**config.mk**
```make
export PLATFORM = sky130hd
export DESIGN_NAME = vedic_mac_acc
export DESIGN_NICKNAME = d
export VERILOG_FILES = /design/src/rtl/vedic_mac_acc.sv
export SDC_FILE = /design/constraint.sdc
export NUM_CORES = 1
export LEC_CHECK = 0
export ABC_CLOCK_PERIOD_IN_PS = 6700
export CORE_UTILIZATION = 35
export CTS_CLUSTER_SIZE = 10
export DETAILED_ROUTE_END_ITERATION = 7
export PLACE_DENSITY_LB_ADDON = 0.08
export SETUP_SLACK_MARGIN = 0.05
export SLEW_MARGIN = 20
export SYNTH_ARGS = -nofsm -noshare
export SYNTH_HDL_FRONTEND = slang
export SYNTH_SLANG_ARGS = --single-unit
```
**constraint.sdc**
```tcl
create_clock -name clk -period 6.7 [get_ports clk]
set_input_delay 1.675 -clock clk [delete_from_list [all_inputs] [get_ports clk]]
set_output_delay 1.675 -clock clk [all_outputs]
set_load 0.02 [all_outputs]
```
**src/rtl/vedic_mac_acc.sv**
```systemverilog
`default_nettype none
// ============================================================================
// Module      : vedic_mac_acc
// Description : Accumulation stage behind the 8x8 Vedic multiplier. Sums a
//               programmed number of PW-bit products (valid/ready in) into an
//               AW-bit accumulator and presents the sum on a valid/ready
//               output handshake. Carry out of the accumulator sets a sticky
//               ovf flag.
//               Optional macro VEDIC_MAC_SAT_EN: saturating accumulate
//               (clamp to 2^AW-1) instead of modulo-2^AW wrap-around.
// Revision    : 1.0 - initial release
// ============================================================================
module vedic_mac_acc #(
    parameter int PW    = 16,
    parameter int AW    = 24,
    parameter int CNT_W = 8
) (
    input  logic             clk,
    input  logic             rst,
    input  logic             start,
    input  logic [CNT_W-1:0] len,
    input  logic             p_valid,
    input  logic [PW-1:0]    p_data,
    output logic             p_ready,
    output logic             acc_valid,
    output logic [AW-1:0]    acc_out,
    input  logic             acc_ready,
    output logic             busy,
    output logic             ovf
);

    typedef enum logic [1:0] {
        S_IDLE = 2'd0,
        S_ACC  = 2'd1,
        S_DONE = 2'd2
    } state_t;

    localparam logic [CNT_W-1:0] c_cnt_one = {{(CNT_W-1){1'b0}}, 1'b1};
    localparam logic [AW-1:0]    c_acc_max = {AW{1'b1}};

    state_t           r_state;
    logic [AW-1:0]    r_acc;
    logic [CNT_W-1:0] r_cnt;
    logic             r_ovf;

    // One extra bit captures the carry out of the accumulator MSB.
    logic [AW:0]      w_sum;
    logic             w_carry;
    logic [AW-1:0]    w_acc_next;

    // Extended-width add of the running sum and the zero-extended product.
    always_comb begin
        w_sum   = {1'b0, r_acc} + {{(AW + 1 - PW){1'b0}}, p_data};
        w_carry = w_sum[AW];
`ifdef VEDIC_MAC_SAT_EN
        // Once clamped, every further non-zero add carries again, so the
        // accumulator stays pinned at full scale for the rest of the run.
        w_acc_next = w_carry ? c_acc_max : w_sum[AW-1:0];
`else
        w_acc_next = w_sum[AW-1:0];
`endif
    end

    // Run control FSM together with accumulator, length counter and ovf flag.
    always_ff @(posedge clk) begin
        if (rst) begin
            r_state <= S_IDLE;
            r_acc   <= '0;
            r_cnt   <= '0;
            r_ovf   <= 1'b0;
        end else begin
            case (r_state)
                S_IDLE: begin
                    if (start) begin
                        r_acc <= '0;
                        r_ovf <= 1'b0;
                        if (len == '0) begin
                            r_state <= S_DONE;
                        end else begin
                            r_cnt   <= len;
                            r_state <= S_ACC;
                        end
                    end
                end
                S_ACC: begin
                    // p_ready is constant 1 here, so p_valid alone is a transfer.
                    if (p_valid) begin
                        r_acc <= w_acc_next;
                        r_cnt <= r_cnt - c_cnt_one;
                        if (w_carry) begin
                            r_ovf <= 1'b1;
                        end
                        if (r_cnt == c_cnt_one) begin
                            r_state <= S_DONE;
                        end
                    end
                end
                S_DONE: begin
                    if (acc_ready) begin
                        r_state <= S_IDLE;
                    end
                end
                default: begin
                    r_state <= S_IDLE;
                end
            endcase
        end
    end

    // Handshake outputs decode from the state register only.
    assign p_ready   = (r_state == S_ACC);
    assign acc_valid = (r_state == S_DONE);
    assign busy      = (r_state != S_IDLE);
    assign acc_out   = r_acc;
    assign ovf       = r_ovf;

endmodule
`default_nettype wire

```
==> impl_metrics.env, run 1 <==
export IMPL_clkSinkCount=35
export IMPL_worst_slew_pin_slew_ps=870
export IMPL_r2r_setup_slack_ps=4390
export IMPL_cp_data_arrival_time_ps=3980
export IMPL_synth_enable_flop_cells=0
export IMPL_cell_count_after_placement=443
export IMPL_worstPathMaxFanout=3
export IMPL_worst_slew_margin_rel_pct=41.8
export IMPL_cts_setup_buffers=0
export IMPL_detailroute_via_count=2344
export IMPL_detail_route_drc_violations=0
export IMPL_fp_dieArea_um2=7330
export IMPL_detail_route_antenna_nets=0
export IMPL_initial_antenna_violation_count=0
export IMPL_hold_critical_path_depth=2
export IMPL_path_class="primary input to flop"
export IMPL_worstSetupStartpoint="p_data[0]"
export IMPL_layout_worst_path_cycle_share_pct=56.6
export IMPL_worstReg2RegEnd="acc_out[10]$_SDFFE_PP0P_"
export IMPL_worst_endpoint_required_ps=6880
export IMPL_power_leakage_uw=0.00127
export IMPL_std_cell_rows=30
export IMPL_clock_tree_from_tritoncts="done"
export IMPL_max_freq_mhz=264
export IMPL_hold_viol_final=0
export IMPL_ir_worst_vdd_mv=0.115
export IMPL_chipHeight_um=85.6
export IMPL_synth_main_ff_cell="dfxtp_1"
export IMPL_worstHoldPathType="flop to flop"
export IMPL_ioPinCount=57
export IMPL_synthesis_nets=352
export IMPL_antenna_cells_inserted=0
export IMPL_core_area_um2=6790
export IMPL_post_dp_hpwl_um=4580
export IMPL_synth_cell_area_um2=2450
export IMPL_setup_repair_after_global_routing_missed_its_margin="no"
export IMPL_seq_area_frac_synth_pct=28.6
export IMPL_avgSynthCellArea_um2=8.05
export IMPL_kind_of_launch_point_of_the_worst_setup_path="primary input"
export IMPL_routedWlPerCell_um=13.4
export IMPL_final_cells=451
export IMPL_gr_ovfl_total=0
export IMPL_slew_viol_final=0
export IMPL_reg2regPathDepth=8
export IMPL_synth_top_cell_by_area="dfxtp_1"
export IMPL_setup_violations_final=0
export IMPL_wl_um=6050
export IMPL_setup_tns_final_ps=0
export IMPL_route_detailed_vias_per_inst=5.20
export IMPL_final_util_pct=46.4
export IMPL_final_nets=402
export IMPL_synth_yosys_warnings=0
export IMPL_hp_start="acc_out[13]$_SDFFE_PP0P_"
export IMPL_holdPathEnd="acc_out[13]$_SDFFE_PP0P_"
export IMPL_postSynthRegisterBits=35
export IMPL_first_global_vias=2262
export IMPL_mostFrequentLayoutCell="clkdlybuf4s50_1"
export IMPL_die_w_um=85.6
export IMPL_growth_of_design_area_from_synthesis_to_finish_pct=28.6
export IMPL_insertion_delay_ps=290
export IMPL_end_kind="flop"
export IMPL_drtPass1Iterations=5
export IMPL_initial_core_util_pct=36.0
export IMPL_gr_usage_all_layers_pct=17.2
export IMPL_postSynth_asyncResetShare_pct=0
export IMPL_synth_cell_type_count=59
export IMPL_clk_path_buf_depth=2
export IMPL_power_per_cell_area_nw_per_um2=192
export IMPL_postCtsHoldBufs=0
export IMPL_cts_root_buffer_cell="clkbuf_8"
export IMPL_ff_to_ff_start="acc_out[0]$_SDFFE_PP0P_"
export IMPL_leading_cell_types_by_total_area_after_synthesis="dfxtp_1, ha_1, a21oi_1"
export IMPL_pin_count_of_the_biggest_net_entering_global_routing=22
export IMPL_cts_resized=0
export IMPL_skew_ps=10.1
export IMPL_timing_final_crit_period_ps=3790
export IMPL_total_power_draw_uw=603
export IMPL_gp_congestion=0.806
export IMPL_status="complete, no violations"
export IMPL_commonest_cells_after_routing_fill_and_taps_aside="clkdlybuf4s50_1, dfxtp_1, nor2_1"
export IMPL_synthDominantCellAreaShare_pct=28.6
export IMPL_postSynthCellCount=304
export IMPL_number_of_levels_in_the_clock_h_tree=2
export IMPL_grt_first_pass_wirelength_um=10300
export IMPL_cts_buffers=5
export IMPL_drv_cap=0
export IMPL_detailedRoute_firstIterationViolations=107
export IMPL_io_buffers=56
export IMPL_worst_setup_hold_path_clk_slew_ps=80
export IMPL_drive_above_1_share_pct=9.58
-- stage by stage --
| step | setup slack, ps | area [um2] | hold WS [ps] |
|---|---|---|---|
| floorplan | 3260 | 2450 | 466 |
| global placement | 2670 | 3060 | 470 |
| detailed placement | 2630 | 3060 | 474 |
| CTS | 2940 | 3150 | 488 |
| global route | 2750 | 3150 | 495 |
| finish | 2910 | 3150 | 483 |
-- critical path: stages --
cell and delay [ps]:
clkdlybuf4s50_1 400, ha_1 240, fa_1 450, a21o_1 180, a21oi_1 240, o221ai_1 270, nand3_1 180, mux2i_1 90
a221o_1 250
-- per-layer routing --
metal,part of all wire [%],global-route usage [%],up-vias
met4,0.51,4.24,0
li1,-,-,1225
met2,46,27.9,50
met3,3.5,3.08,2
met5,0,0,-
met1,50,23.7,1067
-- worst max path at each step --
stage                                to  slack [ps]  cells after the start
3_3_place_gp   acc_out[10]$_SDFFE_PP0P_        2670                      9
4_1_cts        acc_out[12]$_SDFFE_PP0P_        2940                      9
6_report       acc_out[10]$_SDFFE_PP0P_        2910                      9
3_5_place_dp   acc_out[10]$_SDFFE_PP0P_        2630                      9
2_1_floorplan  acc_out[10]$_SDFFE_PP0P_        3260                      8
5_1_grt        acc_out[12]$_SDFFE_PP0P_        2750                      9
-- cell usage after synthesis, types with 2 or more instances --
cell type,number
mux2i_1,4
a211oi_2,2
clkbuf_1,6
nor3_1,4
xor2_1,6
a21o_1,5
a22oi_1,12
nand2b_1,4
buf_2,4
o21ai_0,19
nor2_1,32
nand4_1,6
a211oi_1,2
buf_6,2
a31o_2,5
dfxtp_1,35
nand3b_1,2
or3_1,4
a41oi_1,2
ha_1,18
nor2_2,2
and3_1,5
a221oi_2,2
a22o_1,4
or4_1,2
and2_1,2
o21ai_2,3
xnor2_1,6
inv_1,7
nand3_1,9
o211ai_1,2
a21oi_1,30
nand2_1,30
-- state kept, by name, summed over array words and instances (netlist names) --
signal	cells
ovf	1
acc_out	24
r_state	2
r_cnt	8
-- report_power, final --
group / switching (uW) / internal, uW
combinational: 120 / 91.0
sequential: 13.4 / 223
clock: 83.5 / 72.4
total: 217 / 386
-- final cells by class --
type,instances,area [um2]
Timing Repair Buffer,56,561
Inverter,8,30.0
Clock inverter,3,20.0
Tap cell,96,120
Clock buffer,5,68.8
Multi-Input combinational cell,248,1650
Fill cell,687,3640
Sequential cell,35,701
-- logic make-up (layout without fill, tap and decap cells) --
logic type | after synthesis | in the layout | synth area share, %
AOI/OAI and AO/OA | 103 | 103 | 29.4
DFF | 35 | 35 | 28.6
xor gates and xnor gates | 12 | 12 | 4.29
and+or+nand+nor | 110 | 110 | 22.0
buffers and inverters | 21 | 72 | 4.04
adders and majority gates | 19 | 19 | 10.0
muxes | 4 | 4 | 1.64
No activity file was read; power rests on OpenSTA's default activity.
==> run 2, diff against run 1 <==
Settings changed: ABC_CLOCK_PERIOD_IN_PS 6700 to 3800.
Clock period 6.7 ns to 3.8 ns, I/O delays scaled along.
==> impl_metrics.env, run 2 (synthesis results as in run 1) <==
export IMPL_status="complete, no violations"
export IMPL_postCtsHoldBufs=0
export IMPL_commonest_cells_after_routing_fill_and_taps_aside="clkdlybuf4s50_1, dfxtp_1, nor2_1"
export IMPL_hold_worst_slack_ps=484
export IMPL_detailedRoute_firstIterationViolations=90
export IMPL_cts_buffers=5
export IMPL_die_w_um=85.6
export IMPL_cts_root_buffer_cell="clkbuf_8"
export IMPL_gr_ovfl_total=0
export IMPL_kind_of_launch_point_of_the_worst_setup_path="primary input"
export IMPL_worstSetupStartpoint="p_data[0]"
export IMPL_detailroute_via_count=2380
export IMPL_seqPwrFrac_pct=38.6
export IMPL_end_kind="flop"
export IMPL_cp_data_arrival_time_ps=3260
export IMPL_initial_antenna_violation_count=0
export IMPL_worstPathMaxFanout=3
export IMPL_gr_usage_all_layers_pct=17.0
export IMPL_p_switching_uw=377
export IMPL_total_power_draw_uw=1080
export IMPL_wl_um=6140
export IMPL_pwr_share_clk_pct=26.2
export IMPL_worst_slew_pin_slew_ps=623
export IMPL_pin_count_of_the_biggest_net_entering_global_routing=22
export IMPL_detail_route_antenna_nets=0
export IMPL_setup_repair_after_global_routing_missed_its_margin="no"
export IMPL_ioPinCount=57
export IMPL_p_sw_share_pct=35.0
export IMPL_route_detailed_vias_per_inst=5.24
export IMPL_final_util_pct=46.8
export IMPL_worst_slew_margin_rel_pct=58.5
export IMPL_number_of_levels_in_the_clock_h_tree=2
export IMPL_antenna_cells_inserted=0
export IMPL_path_class="primary input to flop"
export IMPL_pwr_share_comb_pct=35.2
export IMPL_clkSinkCount=35
export IMPL_cts_resized=0
export IMPL_intPower_uw=701
export IMPL_ff_to_ff_start="acc_out[0]$_SDFFE_PP0P_"
export IMPL_cts_setup_buffers=0
export IMPL_power_per_cell_area_nw_per_um2=339
export IMPL_layout_worst_path_cycle_share_pct=81.1
export IMPL_clk_path_buf_depth=2
export IMPL_critPathSlowestCell="fa_1"
export IMPL_r2r_setup_slack_ps=1480
export IMPL_ir_worst_vdd_mv=0.198
export IMPL_number_of_flip_flops_in_the_largest_register=24
export IMPL_drtPass1Iterations=4
export IMPL_core_area_um2=6790
export IMPL_max_freq_mhz=325
export IMPL_critical_path_endpoint="acc_out[10]$_SDFFE_PP0P_"
export IMPL_chipHeight_um=85.6
export IMPL_slew_viol_final=0
export IMPL_clock_tree_from_tritoncts="done"
export IMPL_mostFrequentLayoutCell="clkdlybuf4s50_1"
export IMPL_first_global_vias=2176
export IMPL_fp_dieArea_um2=7330
export IMPL_worstHoldPathType="flop to flop"
export IMPL_power_leakage_uw=0.00130
export IMPL_std_cell_rows=30
export IMPL_reg2regPathDepth=8
export IMPL_biggest_cell_delay_along_the_critical_path_ps=440
export IMPL_post_dp_hpwl_um=4670
export IMPL_io_buffers=56
export IMPL_drv_cap=0
export IMPL_initial_core_util_pct=36.0
export IMPL_worst_setup_hold_path_clk_slew_ps=70
export IMPL_worstReg2RegEnd="acc_out[10]$_SDFFE_PP0P_"
export IMPL_final_nets=406
export IMPL_setup_tns_final_ps=0
export IMPL_worst_endpoint_required_ps=3980
export IMPL_timing_final_crit_period_ps=3080
export IMPL_routedWlPerCell_um=13.5
export IMPL_insertion_delay_ps=290
export IMPL_grt_first_pass_wirelength_um=10100
export IMPL_skew_ps=3.78
export IMPL_detail_route_drc_violations=0
export IMPL_dpl_instance_area_um2=3090
export IMPL_hold_viol_final=0
export IMPL_post_route_cell_area_um2=3180
export IMPL_gp_congestion=0.815
export IMPL_crit_path_cell_trace="clkdlybuf4s50_1 -> ha_1 -> fa_1 -> a21o_1 -> a21oi_1 -> o221ai_1 -> nand3_1 -> mux2i_1 -> a221o_1"
export IMPL_growth_of_design_area_from_synthesis_to_finish_pct=29.8
export IMPL_setup_violations_final=0
export IMPL_drive_above_1_share_pct=10.3
## run 2: cell types whose count changed in the layout (fill, tap and decap cells not counted), sizes merged
| cell | previous run | this run |
|---|---|---|
| clkbuf | 5 | 6 |
| clkinvlp | 2 | 0 |
| buf | 0 | 4 |
## run 2: per-stage QoR
step                      cells  setup slack [ps]
after floorplan             304              1090
after global placement      447               493
after detailed placement    447               438
after CTS                   454               736
after global routing        454               589
final                       454               719
## run 2: layout make-up
class	instances	area, um2
Timing Repair Buffer	60	591
Multi-Input combinational cell	248	1650
Sequential cell	35	701
Clock inverter	1	5.00
Fill cell	673	3620
Tap cell	96	120
Inverter	8	30.0
Clock buffer	6	82.6
## run 2: worst min path at each step
stage | slack (ps) | to | startpoint | cells after the start
CTS | 490 | acc_out[13]$_SDFFE_PP0P_ | acc_out[13]$_SDFFE_PP0P_ | 2
global route | 510 | acc_out[13]$_SDFFE_PP0P_ | acc_out[13]$_SDFFE_PP0P_ | 2
global placement | 470 | ovf$_SDFFE_PP0P_ | ovf$_SDFFE_PP0P_ | 2
floorplan | 470 | r_cnt[7]$_SDFFE_PP0P_ | r_cnt[7]$_SDFFE_PP0P_ | 2
detailed placement | 480 | ovf$_SDFFE_PP0P_ | ovf$_SDFFE_PP0P_ | 2
finish | 480 | acc_out[13]$_SDFFE_PP0P_ | acc_out[13]$_SDFFE_PP0P_ | 2
## run 2: power groups by stage
stage | logic (uW) | registers [uW] | clock network (uW)
5_1_grt | 420 | 420 | 304
3_3_place_gp | 380 | 424 | 0
6_report | 379 | 416 | 282
3_5_place_dp | 379 | 424 | 0
2_1_floorplan | 250 | 434 | 0
4_1_cts | 381 | 416 | 291
## run 2: per-layer routing
layer | vias up | routed length, um | track usage [%]
li1 | 1241 | - | -
met1 | 1087 | 3110 | 23.2
met2 | 48 | 2730 | 27.8
met3 | 4 | 228 | 3.18
met4 | 0 | 58 | 4.09
met5 | - | 0 | 0
## run 2: critical path: cells and delay by family
family / cells / cell delay, ps
fa+ha+maj: 2 / 680
buf+inv: 1 / 400
compound gates: 4 / 940
mux: 1 / 90
simple gates: 1 / 190
==> run 3, diff against run 2 <==
Settings changed: ABC_CLOCK_PERIOD_IN_PS 3800 to 2800.
Clock period 3.8 ns to 2.8 ns, I/O delays scaled along.
==> impl_metrics.env, run 3 (synthesis results as in run 1) <==
export IMPL_status="complete, no violations"
export IMPL_commonest_cells_after_routing_fill_and_taps_aside="clkdlybuf4s50_1, dfxtp_1, nor2_1"
export IMPL_setup_repair_after_global_routing_missed_its_margin="no"
export IMPL_slew_viol_final=0
export IMPL_setup_tns_final_ps=0
export IMPL_cts_root_buffer_cell="clkbuf_8"
export IMPL_dpl_instance_area_um2=3260
export IMPL_die_w_um=85.6
export IMPL_hold_critical_path_depth=2
export IMPL_worst_slew_pin_slew_ps=631
export IMPL_detailedRoute_firstIterationViolations=101
export IMPL_hold_viol_final=0
export IMPL_fp_dieArea_um2=7330
export IMPL_wl_um=6260
export IMPL_filler_cells_inserted=657
export IMPL_crit_path_cell_trace="clkdlybuf4s50_1 -> ha_1 -> fa_2 -> a21o_1 -> a21oi_1 -> o221ai_2 -> nand3_1 -> mux2i_1 -> a221o_1"
export IMPL_critPathSlowestCell="clkdlybuf4s50_1"
export IMPL_worstPathMaxFanout=3
export IMPL_total_power_draw_uw=1590
export IMPL_multiInputGateArea_um2=1660
export IMPL_clkSinkCount=35
export IMPL_detailroute_via_count=2448
export IMPL_chipHeight_um=85.6
export IMPL_worstHoldPathType="flop to flop"
export IMPL_hp_start="acc_out[13]$_SDFFE_PP0P_"
export IMPL_post_dp_hpwl_um=4810
export IMPL_worst_slew_margin_rel_pct=57.6
export IMPL_r2r_setup_slack_ps=670
export IMPL_kind_of_launch_point_of_the_worst_setup_path="primary input"
export IMPL_path_class="primary input to flop"
export IMPL_power_per_cell_area_nw_per_um2=469
export IMPL_max_freq_mhz=379
export IMPL_first_global_vias=2241
export IMPL_skew_ps=7.52
export IMPL_grt_first_pass_wirelength_um=10300
export IMPL_drtPass1Iterations=5
export IMPL_gr_usage_all_layers_pct=17.6
export IMPL_detail_route_drc_violations=0
export IMPL_final_util_pct=50.0
export IMPL_ioPinCount=57
export IMPL_routedWlPerCell_um=13.1
export IMPL_std_cell_rows=30
export IMPL_worstReg2RegEnd="acc_out[10]$_SDFFE_PP0P_"
export IMPL_gr_ovfl_total=0
export IMPL_growth_of_design_area_from_synthesis_to_finish_pct=38.7
export IMPL_cp_top_family="compound AO/OA/AOI/OAI gates"
export IMPL_final_cells=479
export IMPL_cell_count_after_placement=470
export IMPL_mostFrequentLayoutCell="clkdlybuf4s50_1"
export IMPL_detail_route_antenna_nets=0
export IMPL_io_buffers=56
export IMPL_pin_count_of_the_biggest_net_entering_global_routing=21
export IMPL_seqCellArea_um2=701
export IMPL_holdPathEnd="acc_out[13]$_SDFFE_PP0P_"
export IMPL_number_of_levels_in_the_clock_h_tree=2
export IMPL_cts_buffers=5
export IMPL_end_kind="flop"
export IMPL_power_leakage_uw=0.00142
export IMPL_ir_worst_vdd_mv=0.221
export IMPL_drv_cap=0
export IMPL_postCtsHoldBufs=0
export IMPL_route_detailed_vias_per_inst=5.11
export IMPL_clk_path_buf_depth=2
export IMPL_cp_num_buf_inv=1
export IMPL_drive_above_1_share_pct=17.0
export IMPL_worst_setup_hold_path_clk_slew_ps=80
export IMPL_cp_data_arrival_time_ps=2820
export IMPL_timing_final_crit_period_ps=2640
export IMPL_antenna_cells_inserted=0
export IMPL_biggest_cell_delay_along_the_critical_path_ps=410
export IMPL_core_area_um2=6790
export IMPL_reg2regPathDepth=8
export IMPL_setup_violations_final=0
export IMPL_clock_tree_from_tritoncts="done"
export IMPL_insertion_delay_ps=290
export IMPL_number_of_flip_flops_in_the_largest_register=24
export IMPL_ff_to_ff_start="acc_out[0]$_SDFFE_PP0P_"
export IMPL_initial_core_util_pct=36.0
export IMPL_gp_congestion=0.840
export IMPL_final_nets=430
export IMPL_layout_worst_path_cycle_share_pct=94.2
export IMPL_post_route_cell_area_um2=3400
export IMPL_initial_antenna_violation_count=0
export IMPL_worst_endpoint_required_ps=2980
==> run 3: worst register-to-register path, cell delays in order, from the launching register on <==
cell      delay, ps
dfxtp_1         330
ha_1            210
fa_2            380
a21o_1          170
a21oi_1         260
o221ai_2        190
nand3_1         150
mux2i_1          80
a221o_1         250
==> run 3: how the worst max path moves through the flow <==
stage | from | to | slack (ps) | cells after the start
global placement | p_data[0] | acc_out[10]$_SDFFE_PP0P_ | -180 | 9
global route | p_data[0] | acc_out[22]$_SDFFE_PP0P_ | 40 | 9
detailed placement | p_data[0] | acc_out[10]$_SDFFE_PP0P_ | -250 | 9
CTS | p_data[0] | acc_out[10]$_SDFFE_PP0P_ | 70 | 9
finish | p_data[0] | acc_out[10]$_SDFFE_PP0P_ | 160 | 9
floorplan | p_data[0] | acc_out[10]$_SDFFE_PP0P_ | 340 | 8
==> run 3: where the power goes <==
part | switching (uW) | internal [uW] | leakage (uW)
Clock | 205 | 265 | 0.0000581
Combinational | 298 | 262 | 0.00108
Sequential | 31.7 | 532 | 0.000285
Total | 535 | 1060 | 0.00142
==> run 3: per-layer routing <==
layer	wire, um	global-route usage, %	up-vias
li1	-	-	1277
met4	49	4.85	0
met1	3090	23.1	1122
met2	2930	29.8	45
met3	196	2.89	4
met5	0	0	-
==> run 3: stage by stage <==
step,hold slack [ps],setup WS (ps)
final,476,161
after global routing,492,35.7
after CTS,478,70.4
after detailed placement,467,-250
after global placement,461,-180
after floorplan,466,339
==> run 3: cell type report <==
| type | count | share of cell area [%] |
|---|---|---|
| flip-flops and latches | 35 | 20.6 |
| repair buffers | 84 | 22.7 |
| clock buffers | 5 | 2.03 |
| multi-input cells | 248 | 48.9 |
| inverters | 8 | 0.884 |
| clock inverters | 3 | 1.29 |
| well taps | 96 | 3.54 |
==> run 3: repair_timing <==
action / 4_1_cts / 5_1_grt
gates resized for setup: 0 / 3
setup endpoints to repair: 0 / 8
setup buffers: 0 / 1
